<file path="src/rtl/truth_table_sweeper_if.sv">
// rtl/truth_table_sweeper_if.sv - vector/handshake/result bundle between the sweeper and its host
interface truth_table_sweeper_if;
    logic        start;
    logic        a;
    logic        b;
    logic        c;
    logic        d;
    logic        x;
    logic        busy;
    logic        done;
    logic [15:0] truth_table;
    logic        mismatch;
    logic [3:0]  fail_idx;
    logic [4:0]  fail_count;

    modport master (
        input  start,
        input  x,
        output a,
        output b,
        output c,
        output d,
        output busy,
        output done,
        output truth_table,
        output mismatch,
        output fail_idx,
        output fail_count
    );

    modport slave (
        output start,
        output x,
        input  a,
        input  b,
        input  c,
        input  d,
        input  busy,
        input  done,
        input  truth_table,
        input  mismatch,
        input  fail_idx,
        input  fail_count
    );
endinterface

</file>
<file path="src/rtl/truth_table_sweeper.sv">
// rtl/truth_table_sweeper.sv - steps a 4-input function block through codes 0..15 and captures its truth table
// Optional compare against EXPECTED is built only when SWEEP_CHECK_EN is defined.
module truth_table_sweeper #(
    parameter int          SETTLE_CYCLES = 2,
    parameter logic [15:0] EXPECTED      = 16'h0000
) (
    input  logic                  clk,
    input  logic                  rst_n,
    truth_table_sweeper_if.master bus
);
    typedef enum logic [1:0] {
        IDLE   = 2'd0,
        SETTLE = 2'd1,
        DONE   = 2'd2
    } state_t;

    localparam logic [7:0] LAST_CNT = 8'(SETTLE_CYCLES - 1);

    state_t      state_q, state_d;
    logic [3:0]  idx_q, idx_d;
    logic [7:0]  cnt_q, cnt_d;
    logic [15:0] table_q, table_d;

    logic        accept;
    logic        capture;
    logic        busy_w;

    assign busy_w  = (state_q == SETTLE);
    assign accept  = (state_q == IDLE) && bus.start;
    assign capture = busy_w && (cnt_q == LAST_CNT);

    always_ff @(posedge clk or negedge rst_n) begin
        if (!rst_n) begin
            state_q <= IDLE;
            idx_q   <= 4'd0;
            cnt_q   <= 8'd0;
            table_q <= 16'h0000;
        end else begin
            state_q <= state_d;
            idx_q   <= idx_d;
            cnt_q   <= cnt_d;
            table_q <= table_d;
        end
    end

    always_comb begin
        state_d = state_q;
        idx_d   = idx_q;
        cnt_d   = cnt_q;
        table_d = table_q;
        case (state_q)
            IDLE: begin
                if (bus.start) begin
                    state_d = SETTLE;
                    idx_d   = 4'd0;
                    cnt_d   = 8'd0;
                    table_d = 16'h0000;
                end
            end
            SETTLE: begin
                if (capture) begin
                    table_d[idx_q] = bus.x;
                    cnt_d          = 8'd0;
                    // idx stops at 15 so a sweep never wraps back onto code 0
                    if (idx_q == 4'd15) begin
                        state_d = DONE;
                    end else begin
                        idx_d = idx_q + 4'd1;
                    end
                end else begin
                    cnt_d = cnt_q + 8'd1;
                end
            end
            DONE: begin
                state_d = IDLE;
            end
            default: begin
                state_d = IDLE;
            end
        endcase
    end

    assign bus.a           = busy_w & idx_q[3];
    assign bus.b           = busy_w & idx_q[2];
    assign bus.c           = busy_w & idx_q[1];
    assign bus.d           = busy_w & idx_q[0];
    assign bus.busy        = busy_w;
    assign bus.done        = (state_q == DONE);
    assign bus.truth_table = table_q;

`ifdef SWEEP_CHECK_EN
    logic [4:0] fail_count_q, fail_count_d;
    logic [3:0] fail_idx_q, fail_idx_d;
    logic       miss;

    assign miss = capture && (bus.x != EXPECTED[idx_q]);

    always_ff @(posedge clk or negedge rst_n) begin
        if (!rst_n) begin
            fail_count_q <= 5'd0;
            fail_idx_q   <= 4'd0;
        end else begin
            fail_count_q <= fail_count_d;
            fail_idx_q   <= fail_idx_d;
        end
    end

    always_comb begin
        fail_count_d = fail_count_q;
        fail_idx_d   = fail_idx_q;
        if (accept) begin
            fail_count_d = 5'd0;
            fail_idx_d   = 4'd0;
        end else if (miss) begin
            fail_count_d = fail_count_q + 5'd1;
            // codes are visited in ascending order, so the first miss is the lowest
            if (fail_count_q == 5'd0) begin
                fail_idx_d = idx_q;
            end
        end
    end

    assign bus.mismatch   = (fail_count_q != 5'd0);
    assign bus.fail_idx   = fail_idx_q;
    assign bus.fail_count = fail_count_q;
`else
    wire unused_expected = ^EXPECTED ^ accept;

    assign bus.mismatch   = 1'b0;
    assign bus.fail_idx   = 4'd0;
    assign bus.fail_count = 5'd0;
`endif
endmodule

</file>
<file path="src/flat_wrapper.sv">
// flat-port wrapper written by rule: the top's interface ports become plain ports
module truth_table_sweeper_flat 
#(
    parameter int          SETTLE_CYCLES = 2,
    parameter logic [15:0] EXPECTED      = 16'h0000
)
  (clk, rst_n, bus_start, bus_x, bus_a, bus_b, bus_c, bus_d, bus_busy, bus_done, bus_truth_table, bus_mismatch, bus_fail_idx, bus_fail_count);
  truth_table_sweeper_if bus_i ();
  input  logic clk;
  input  logic rst_n;
  input wire logic [$bits(bus_i.start)-1:0] bus_start;
  input wire logic [$bits(bus_i.x)-1:0] bus_x;
  output wire logic [$bits(bus_i.a)-1:0] bus_a;
  output wire logic [$bits(bus_i.b)-1:0] bus_b;
  output wire logic [$bits(bus_i.c)-1:0] bus_c;
  output wire logic [$bits(bus_i.d)-1:0] bus_d;
  output wire logic [$bits(bus_i.busy)-1:0] bus_busy;
  output wire logic [$bits(bus_i.done)-1:0] bus_done;
  output wire logic [$bits(bus_i.truth_table)-1:0] bus_truth_table;
  output wire logic [$bits(bus_i.mismatch)-1:0] bus_mismatch;
  output wire logic [$bits(bus_i.fail_idx)-1:0] bus_fail_idx;
  output wire logic [$bits(bus_i.fail_count)-1:0] bus_fail_count;
  assign bus_i.start = bus_start;
  assign bus_i.x = bus_x;
  assign bus_a = bus_i.a;
  assign bus_b = bus_i.b;
  assign bus_c = bus_i.c;
  assign bus_d = bus_i.d;
  assign bus_busy = bus_i.busy;
  assign bus_done = bus_i.done;
  assign bus_truth_table = bus_i.truth_table;
  assign bus_mismatch = bus_i.mismatch;
  assign bus_fail_idx = bus_i.fail_idx;
  assign bus_fail_count = bus_i.fail_count;
  truth_table_sweeper #(.SETTLE_CYCLES(SETTLE_CYCLES), .EXPECTED(EXPECTED)) u_core (.clk(clk), .rst_n(rst_n), .bus(bus_i));
endmodule
</file>
<file path="config.mk">
export PLATFORM = sky130hd
export DESIGN_NAME = truth_table_sweeper_flat
export DESIGN_NICKNAME = d
export VERILOG_FILES = /design/src/rtl/truth_table_sweeper_if.sv /design/src/rtl/truth_table_sweeper.sv /design/src/flat_wrapper.sv
export SDC_FILE = /design/constraint.sdc
export NUM_CORES = 1
export LEC_CHECK = 0
export CELL_PAD_IN_SITES_DETAIL_PLACEMENT = 0
export CELL_PAD_IN_SITES_GLOBAL_PLACEMENT = 1
export CORE_MARGIN = 3
export CORE_UTILIZATION = 41
export CTS_CLUSTER_SIZE = 24
export DETAILED_ROUTE_END_ITERATION = 10
export PLACE_DENSITY = 0.95
export SLEW_MARGIN = 15
export SYNTH_ARGS = -nofsm -noshare
export SYNTH_HDL_FRONTEND = slang
export SYNTH_SLANG_ARGS = --single-unit
</file>
<file path="constraint.sdc">
create_clock -name clk -period 4.4 [get_ports clk]
set_clock_uncertainty 0.2 [all_clocks]
set_input_delay 0.88 -clock clk [delete_from_list [all_inputs] [get_ports clk]]
set_output_delay 0.88 -clock clk [all_outputs]
set_load 0.05 [all_outputs]
</file>
==> flow_summary.ini <==
[power_and_ir_drop]
p_sw_mw = 0.1895
vdd_drop_max_mv = 0.1835
p_int_mw = 0.5529
seqPwrFrac_pct = 39.3
combPwrFrac_pct = 13.6
power_leakage_nw = 0.9739
switching_share_pct = 25.53
power_density_mw_per_mm2 = 363.4
power_frac_clock_pct = 47.0

[drt]
ant_nets = 0
drc_errors = 0
drt_first_pass_iters = 4
drt_iter0_drc = 118
vias = 1309
via_per_inst = 5.257
wire_per_inst_um = 14.08
routed_wl_um = 3505

[clock_tree]
postCtsSetupBuffers = 0
tritoncts = done
cts_htree_levels = 2
cts_sinks = 30
clk_pin_slew_worst_paths_ns = 0.07
holdBufCountCts = 0
cts-root-buf = clkbuf_8
cts_buffers = 5
clk_latency_ns = 0.28
ctsResizeCount = 0
clock_path_buffers = 2

[setup_path]
criticalPathCategory = flop to output pin
r2r_start = u_core.cnt_q[4]$_DFFE_PN0P_
critPathSlowestCell = clkdlybuf4s50_1
crit_path_end_kind = output pin
reg2reg_to = u_core.idx_q[3]$_DFFE_PN0P_
crit_fanout = 8
worstSetupStartpointType = flop
ff2ff_setup_slack_ns = 2.19
crit_required_ns = 3.32
arrival_ns = 2.14
reg2regPathDepth = 4
path_cells = nand2b_1 -> inv_2 -> and2_1 -> clkdlybuf4s50_1
slowest_delay_ns = 0.80

[floorplan]
coreArea_mm2 = 0.003771
start_util_pct = 44.09
die_x_um = 69.69
rows = 22
chipHeight_um = 69.69
io_pins = 36
die_area_mm2 = 0.004856

[synth]
synth-async-reset-ratio_pct = 100.0
synth_top_area_share_pct = 45.15
avgSynthCellArea_um2 = 9.448
synth_edf_count = 0
synthFlopType = dfrtp_1
synth_cell_types = 34
yosys.area.top_type = dfrtp_1
synth_area_mm2 = 0.001663
syn_inst = 176
ys_ff_latch = 30
synthTopCellsByArea = dfrtp_1, mux2i_1, buf_4, nand2_1, nand3_1
ys_warn_count = 0
ys_seq_area_share_pct = 45.15

[global_route]
antenna_found_initial = 0
grt_usage_pct = 15.11
grt_overflow = 0
grt_pass1_vias = 1241
grt_first_pass_wirelength_um = 5989
grt_max_degree = 31

[finish]
final_cell_count_no_fill = 249
nFillCells = 333
layout-drive-gt1-share_pct = 6.965
multi_input_area_um2 = 809.5
seq_area_um2 = 750.7
syn_to_final_growth_pct = 22.87
antenna_cells = 0
final_net_count = 210
final_core_util_pct = 54.18

[hold_path]
hold_class = flop to flop
min-delay-start = u_core.cnt_q[2]$_DFFE_PN0P_
min_path_cells = 1
holdPathEnd = u_core.cnt_q[2]$_DFFE_PN0P_

[timing]
finalCriticalPeriod_ns = 3.225
hold_viol = 0
fin_crit_sh_pct = 73.29
clock.fmax_ghz = 0.3101
grt_setup_unrepaired = false
timing.hold.ws_ns = 0.3281
drv_slew = 0
setup_tns_ns = 0
slew_headroom_pct = 50.02
tightest_slew_ns = 0.7474
setup_viol = 0

[run_status]
status = complete, no violations

[place]
numPortBuffers = 25
dp_hpwl_um = 2431
dp_cells = 241
routabilityCongestion = 0.8411

[job]
drv_cap = 0
power by group through the flow:
| stage | Sequential, mW | Combinational, mW | Clock, mW |
|---|---|---|---|
| 4_1_cts | 0.292 | 0.102 | 0.355 |
| 3_5_place_dp | 0.297 | 0.102 | 0 |
| 3_3_place_gp | 0.297 | 0.101 | 0 |
| 2_1_floorplan | 0.320 | 0.0534 | 0 |
| 5_1_grt | 0.293 | 0.108 | 0.367 |
| 6_report | 0.292 | 0.101 | 0.349 |
cells by family after synthesis:
group	share of synthesized area [%]
mux	9.029
buf+inv	8.201
other cells	0.2255
fa+ha+maj	4.515
compound gates	11.51
simple gates	21.37
flops	45.15
registers in the layout (all words and copies together) (netlist names):
register / flops
u_core.bus.truth_table: 16
u_core.cnt_q: 8
u_core.idx_q: 4
u_core.state_q: 2
per-stage QoR:
step	power [mW]	setup slack, ns	instance area, um2
after floorplan	0.3731	1.915	1697
after global placement	0.3980	1.508	1901
after detailed placement	0.3990	1.478	1901
after CTS	0.7490	1.162	2043
after global routing	0.7679	1.058	2043
final	0.7425	1.175	2043
final cells by class:
class | count | share of cell area [%]
multi-input cells | 131 | 39.62
clock inverters | 2 | 2.939
clock buffers | 6 | 4.042
inverters | 6 | 1.102
repair buffers | 26 | 12.61
flip-flops and latches | 30 | 36.74
well taps | 48 | 2.939
critical path, delay by kind of cell, from the launching register on:
family / cells / cell delay [ns]
buffers and inverters: 2 / 0.99
and+or+nand+nor: 2 / 0.46
DFF: 1 / 0.41
cell usage after synthesis, types with 2 or more instances:
cell      count
nand3_1      16
nor2b_1       3
nand2_1      22
o31ai_1       4
a21oi_1       4
buf_2         3
o21ai_0      11
inv_1         5
or3_1         2
nand4_1       3
mux2i_1      15
nand2b_1      3
a31o_2        2
and2_1        4
ha_1          6
clkbuf_1      3
nor3_1        2
dfrtp_1      30
buf_4        11
a31oi_1       4
nor2_1       10
per-layer routing:
layer	up-vias	part of all wire (%)	track usage, %
li1	642	-	-
met1	627	50	22.14
met2	36	44	21.72
met3	4	4.8	3.623
met4	0	1.2	5.106
met5	-	0	0
how the worst max path moves through the flow:
stage                                       start  slack [ns]    end  depth (start not counted)
floorplan           u_core.state_q[1]$_DFFE_PN0P_        1.92  bus_a                          4
global placement    u_core.state_q[1]$_DFFE_PN0P_        1.51  bus_a                          4
detailed placement  u_core.state_q[1]$_DFFE_PN0P_        1.48  bus_a                          4
CTS                 u_core.state_q[1]$_DFFE_PN0P_        1.16  bus_a                          4
global route        u_core.state_q[1]$_DFFE_PN0P_        1.06  bus_a                          4
finish              u_core.state_q[1]$_DFFE_PN0P_        1.18  bus_a                          4
cells in the final DEF, fill, tap and decap left out, types with 5 or more instances in the layout:
cell / synthesis / routed
ha_1: 6 / 6
dfrtp_1: 30 / 30
mux2i_1: 15 / 15
nand3_1: 16 / 16
nand2_1: 22 / 22
nor2_1: 10 / 10
o21ai_0: 11 / 11
inv_1: 5 / 5
clkdlybuf4s50_1: 0 / 25
conb_1: 1 / 10
clkbuf_8: 0 / 6
Note: power is estimated with default switching activity, not from simulation.
